**config.mk**
```make
export PLATFORM = sky130hd
export DESIGN_NAME = chiplet_rc_vc_unit
export DESIGN_NICKNAME = d
export VERILOG_FILES = /design/src/rtl/chiplet_rc_vc_unit.sv
export SDC_FILE = /design/constraint.sdc
export NUM_CORES = 1
export LEC_CHECK = 0
export ABC_AREA = 0
export BUFFER_PORTS_ARGS = -buffer_cell sky130_fd_sc_hd__buf_2
export CAP_MARGIN = 20
export CORE_AREA = 2 2 39 41
export DETAILED_ROUTE_END_ITERATION = 12
export DIE_AREA = 0 0 41 43
export PLACE_DENSITY = 0.69
export RECOVER_POWER = 50
export SYNTH_ARGS = -nofsm -noshare
export SYNTH_HDL_FRONTEND = slang
export SYNTH_SLANG_ARGS = --single-unit
```
**constraint.sdc**
```tcl
create_clock -name clk -period 0.8 [get_ports clk]
set_input_delay 0.08 -clock clk [delete_from_list [all_inputs] [get_ports clk]]
set_output_delay 0.08 -clock clk [all_outputs]
set_load 0.02 [all_outputs]
```
**src/rtl/chiplet_rc_vc_unit.sv**
```systemverilog
// Per-VC registered dimension-order route computation for a chiplet input port.
// Each VC holds one route per in-flight packet, from head capture until tail release.
module chiplet_rc_vc_unit #(
    parameter int unsigned X_CURRENT        = 0,
    parameter int unsigned Y_CURRENT        = 0,
    parameter int unsigned DEST_ADDR_SIZE_X = 4,
    parameter int unsigned DEST_ADDR_SIZE_Y = 4,
    parameter int unsigned MESH_SIZE_X      = 4,
    parameter int unsigned MESH_SIZE_Y      = 4,
    parameter int unsigned VC_NUM           = 2,
    parameter int unsigned ROUTING_MODE     = 0
) (
    input  logic                                   clk,
    input  logic                                   rst_n,
    input  logic [VC_NUM-1:0]                      head_valid_i,
    input  logic [VC_NUM-1:0][DEST_ADDR_SIZE_X-1:0] x_dest_i,
    input  logic [VC_NUM-1:0][DEST_ADDR_SIZE_Y-1:0] y_dest_i,
    input  logic [VC_NUM-1:0]                      tail_done_i,
    output logic [VC_NUM-1:0]                      head_ready_o,
    output logic [VC_NUM-1:0]                      route_valid_o,
    output logic [VC_NUM-1:0][2:0]                 route_o,
    output logic [VC_NUM-1:0]                      dest_err_o
);

    // Output port encoding
    localparam logic [2:0] PortLocal = 3'd0;
    localparam logic [2:0] PortEast  = 3'd1;
    localparam logic [2:0] PortWest  = 3'd2;
    localparam logic [2:0] PortNorth = 3'd3;
    localparam logic [2:0] PortSouth = 3'd4;

    localparam int unsigned DxW = DEST_ADDR_SIZE_X + 1;
    localparam int unsigned DyW = DEST_ADDR_SIZE_Y + 1;

    localparam logic [DxW-1:0] XCur  = DxW'(X_CURRENT);
    localparam logic [DyW-1:0] YCur  = DyW'(Y_CURRENT);
    localparam logic [DxW-1:0] MeshX = DxW'(MESH_SIZE_X);
    localparam logic [DyW-1:0] MeshY = DyW'(MESH_SIZE_Y);

    typedef enum logic {StIdle, StRouted} state_e;

    state_e                 state_q [VC_NUM];
    state_e                 state_d [VC_NUM];
    logic [VC_NUM-1:0][2:0] route_q, route_d;
    logic [VC_NUM-1:0]      err_q, err_d;

    function automatic logic out_of_range(input logic [DEST_ADDR_SIZE_X-1:0] x,
                                          input logic [DEST_ADDR_SIZE_Y-1:0] y);
        return ({1'b0, x} >= MeshX) || ({1'b0, y} >= MeshY);
    endfunction

    function automatic logic [2:0] calc_route(input logic [DEST_ADDR_SIZE_X-1:0] x,
                                              input logic [DEST_ADDR_SIZE_Y-1:0] y);
        logic signed [DxW-1:0] dx;
        logic signed [DyW-1:0] dy;
        logic [2:0]            rx;
        logic [2:0]            ry;
        dx = $signed({1'b0, x}) - $signed(XCur);
        dy = $signed({1'b0, y}) - $signed(YCur);
        rx = PortLocal;
        ry = PortLocal;
        if (dx[DxW-1])      rx = PortWest;
        else if (dx != '0)  rx = PortEast;
        // Y grows downwards, so a smaller Y lies to the north
        if (dy[DyW-1])      ry = PortNorth;
        else if (dy != '0)  ry = PortSouth;
        if (ROUTING_MODE == 0) return (rx != PortLocal) ? rx : ry;
        else                   return (ry != PortLocal) ? ry : rx;
    endfunction

    always_comb begin
        route_d = route_q;
        err_d   = '0;
        for (int v = 0; v < VC_NUM; v++) begin
            state_d[v] = state_q[v];
            // A tail in the same cycle frees the VC for a back-to-back head
            if (head_valid_i[v] && (state_q[v] == StIdle || tail_done_i[v])) begin
                state_d[v] = StRouted;
                err_d[v]   = out_of_range(x_dest_i[v], y_dest_i[v]);
                route_d[v] = err_d[v] ? PortLocal : calc_route(x_dest_i[v], y_dest_i[v]);
            end else if (state_q[v] == StRouted && tail_done_i[v]) begin
                state_d[v] = StIdle;
            end
        end
    end

    always_ff @(posedge clk or negedge rst_n) begin
        if (!rst_n) begin
            for (int v = 0; v < VC_NUM; v++) begin
                state_q[v] <= StIdle;
            end
            route_q <= {VC_NUM{PortLocal}};
            err_q   <= '0;
        end else begin
            for (int v = 0; v < VC_NUM; v++) begin
                state_q[v] <= state_d[v];
            end
            route_q <= route_d;
            err_q   <= err_d;
        end
    end

    always_comb begin
        head_ready_o  = '0;
        route_valid_o = '0;
        for (int v = 0; v < VC_NUM; v++) begin
            head_ready_o[v]  = (state_q[v] == StIdle);
            route_valid_o[v] = (state_q[v] == StRouted);
        end
    end

    assign route_o    = route_q;
    assign dest_err_o = err_q;

endmodule
```
==> flow_summary.json <==
{
  "setup_viol": 15,
  "rr_startpoint": "route_valid_o[0]",
  "numClockSinks": 8,
  "die_y_um": 43,
  "crit_buf_inv": 3,
  "via_per_inst": 4.31,
  "dr.pass1.iters": 4,
  "critPathKind": "reg2out",
  "clock_latency_ns": 0.25,
  "critPathLaunch": "route_valid_o[0]",
  "skew_ns": 0.00347,
  "avgSynthCellArea_sq_um": 11.1,
  "cts.clk_slew.worst_paths_ns": 0.05,
  "violations": "setup timing",
  "route.vias.total": 375,
  "start_util_pct": 26.6,
  "endpoint_kind": "output pin",
  "p_leak_nw": 0.361,
  "reg2reg_slack_ns": -0.11,
  "drv_slew": 0,
  "syn_inst": 33,
  "drt_iter0_drc": 2,
  "r2r-end": "route_o[2]",
  "grt_pass1_vias": 364,
  "nets": 95,
  "globalRouteOverflowTotal": 0,
  "crit_required_ns": 0.72,
  "path_delay_family": "flip-flops",
  "cp.arrival_ns": 0.90,
  "drv_cap": 0,
  "worstPathMaxFanout": 2,
  "hold_violations": 0,
  "dp_hpwl_um": 668,
  "hp-start": "y_dest_i[2]",
  "synth_cell_types": 13,
  "timing.fmax_ghz": 1.02,
  "die_w_um": 41,
  "drc": 0,
  "yosys_warnings": 0,
  "layout_min_cycle_time_ns": 0.984,
  "power_mw": 1.00,
  "cpPeakStageDelay_ns": 0.40,
  "holdPathStages": 3,
  "cts_root_buf": "clkbuf_4",
  "fin_cells": 87,
  "clk_path_buf_depth": 2,
  "drive_above_1_share_pct": 77.5,
  "netlist_area_sq_um": 368,
  "grt_pass1_wl_um": 1460,
  "cp-start-kind": "flip-flop",
  "dp.cells": 80,
  "min_period_over_period_pct": 123,
  "rsz0062_at_grt": "true",
  "layout-area-overhead-vs-synth_pct": 99.7,
  "status": "finished, violations left",
  "fin_ws_ns": -0.184,
  "port_buffers": 31,
  "path_cells": "buf_6 -> inv_2 -> buf_6",
  "hold_end": "dest_err_o[0]",
  "cts_tree": "yes",
  "antenna_cells": 0,
  "critical_path.slowest_cell": "dfrtp_2",
  "ys_seq_area_share_pct": 54.4,
  "cts_max_level": 1,
  "critPathMostFrequentCell": "buf_6",
  "routedWlPerCell_um": 9.98,
  "core.rowCount": 14,
  "grt_max_degree": 9,
  "coreArea_sq_mm": 0.00138,
  "peakVddDrop_uv": 834,
  "gp_congestion": 0.717,
  "cts_buffers": 3,
  "hold_path_class": "in2reg",
  "grt_usage_pct": 12.5,
  "reg2reg_depth": 4,
  "grt_antenna_before_repair": 0,
  "ys_seq_elements": 8,
  "wl_um": 868,
  "ant_nets": 0,
  "die_area_sq_mm": 0.00176,
  "ios": 34,
  "powerDensity_mw_per_mm2": 1370
}
-- final cells by class --
cell class	count	area, sq um
clock buffers	3	22.5
fillers	128	649
inverters	2	7.51
multi-input cells	22	221
flip-flops and latches	8	203
well taps	16	20.0
repair buffers	36	260
-- repair_timing --
item	4_1_cts	5_1_grt
gates resized for setup	31	4
endpoints found under the setup margin	14	17
pin swaps	4	4
hold buffers	1	0
setup buffers	1	2
hold endpoints to repair	8	0
-- cells in the final DEF (no fill, tap or decap), types with 2 or more instances in the layout --
cell / n
buf_6: 11
o21ai_0: 2
dfrtp_1: 6
inv_2: 2
buf_4: 3
conb_1: 2
nor2_2: 2
nand2b_1: 2
nand2_4: 2
nand2b_4: 2
nor2_1: 2
buf_2: 20
o2bb2ai_2: 4
dfrtp_2: 2
clkbuf_4: 3
-- tightest hold or removal path, stage by stage --
cell,delay [ns]
buf_2,0.08
nor4_2,0.04
nor2_2,0.09
-- synthesized netlist by cell type (all sizes together) --
cell	number	share of area [%]
nand2	2	2.0
nand2b	4	6.8
conb	1	1.0
o21ai	2	2.7
buf	2	4.1
inv	2	2.0
o2bb2ai	4	9.5
dfrtp	8	54
nor2	4	4.1
nor4	2	9.2
nand3	2	4.1
-- per-stage QoR --
stage / hold WS (ns) / utilization, % / setup TNS (ns) / worst slack (ns) / area (sq um)
4_1_cts: 0.0765 / 50.5 / -1.30 / -0.200 / 698
5_1_grt: 0.0931 / 53.1 / -1.77 / -0.226 / 734
2_1_floorplan: -0.216 / - / -0.199 / -0.0699 / 384
3_3_place_gp: -0.0721 / 39.9 / -0.162 / -0.0577 / 552
6_report: 0.0899 / 53.1 / -1.18 / -0.184 / 734
3_5_place_dp: -0.0660 / 39.9 / -0.216 / -0.0708 / 552
-- logic make-up after synthesis --
group                  after synthesis  share of synthesized area, %
other                                1                          1.02
AND/OR/NAND/NOR                     14                          26.2
buffers and inverters                4                          6.12
flip-flops                           8                          54.4
AO/OA/AOI/OAI                        6                          12.2
-- worst max path at each step --
stage          cells after the start         endpoint  slack [ns]
5_1_grt                            3  head_ready_o[0]       -0.23
4_1_cts                            3  head_ready_o[0]       -0.20
6_report                           3  head_ready_o[0]       -0.18
3_5_place_dp                       4       route_o[0]       -0.07
2_1_floorplan                      3       route_o[2]       -0.07
3_3_place_gp                       4       route_o[0]       -0.06
-- registers in the layout, summed over array words and instances, names as in the netlist --
register	flops
route_o	4
dest_err_o	2
route_valid_o	2
-- layer usage --
metal,GRT usage [%],share of wire [%],vias to the layer above
li1,-,-,189
met1,14.4,40,167
met2,18.1,51,17
met3,6.81,8.2,2
met4,6.00,0.46,0
met5,0,0,-
-- report_power, final --
part | leakage (nW) | switching (mW) | internal (mW)
Sequential | 0.101 | 0.0149 | 0.426
Combinational | 0.247 | 0.129 | 0.135
Clock | 0.0138 | 0.127 | 0.171
No activity file was read; power rests on OpenSTA's default activity.
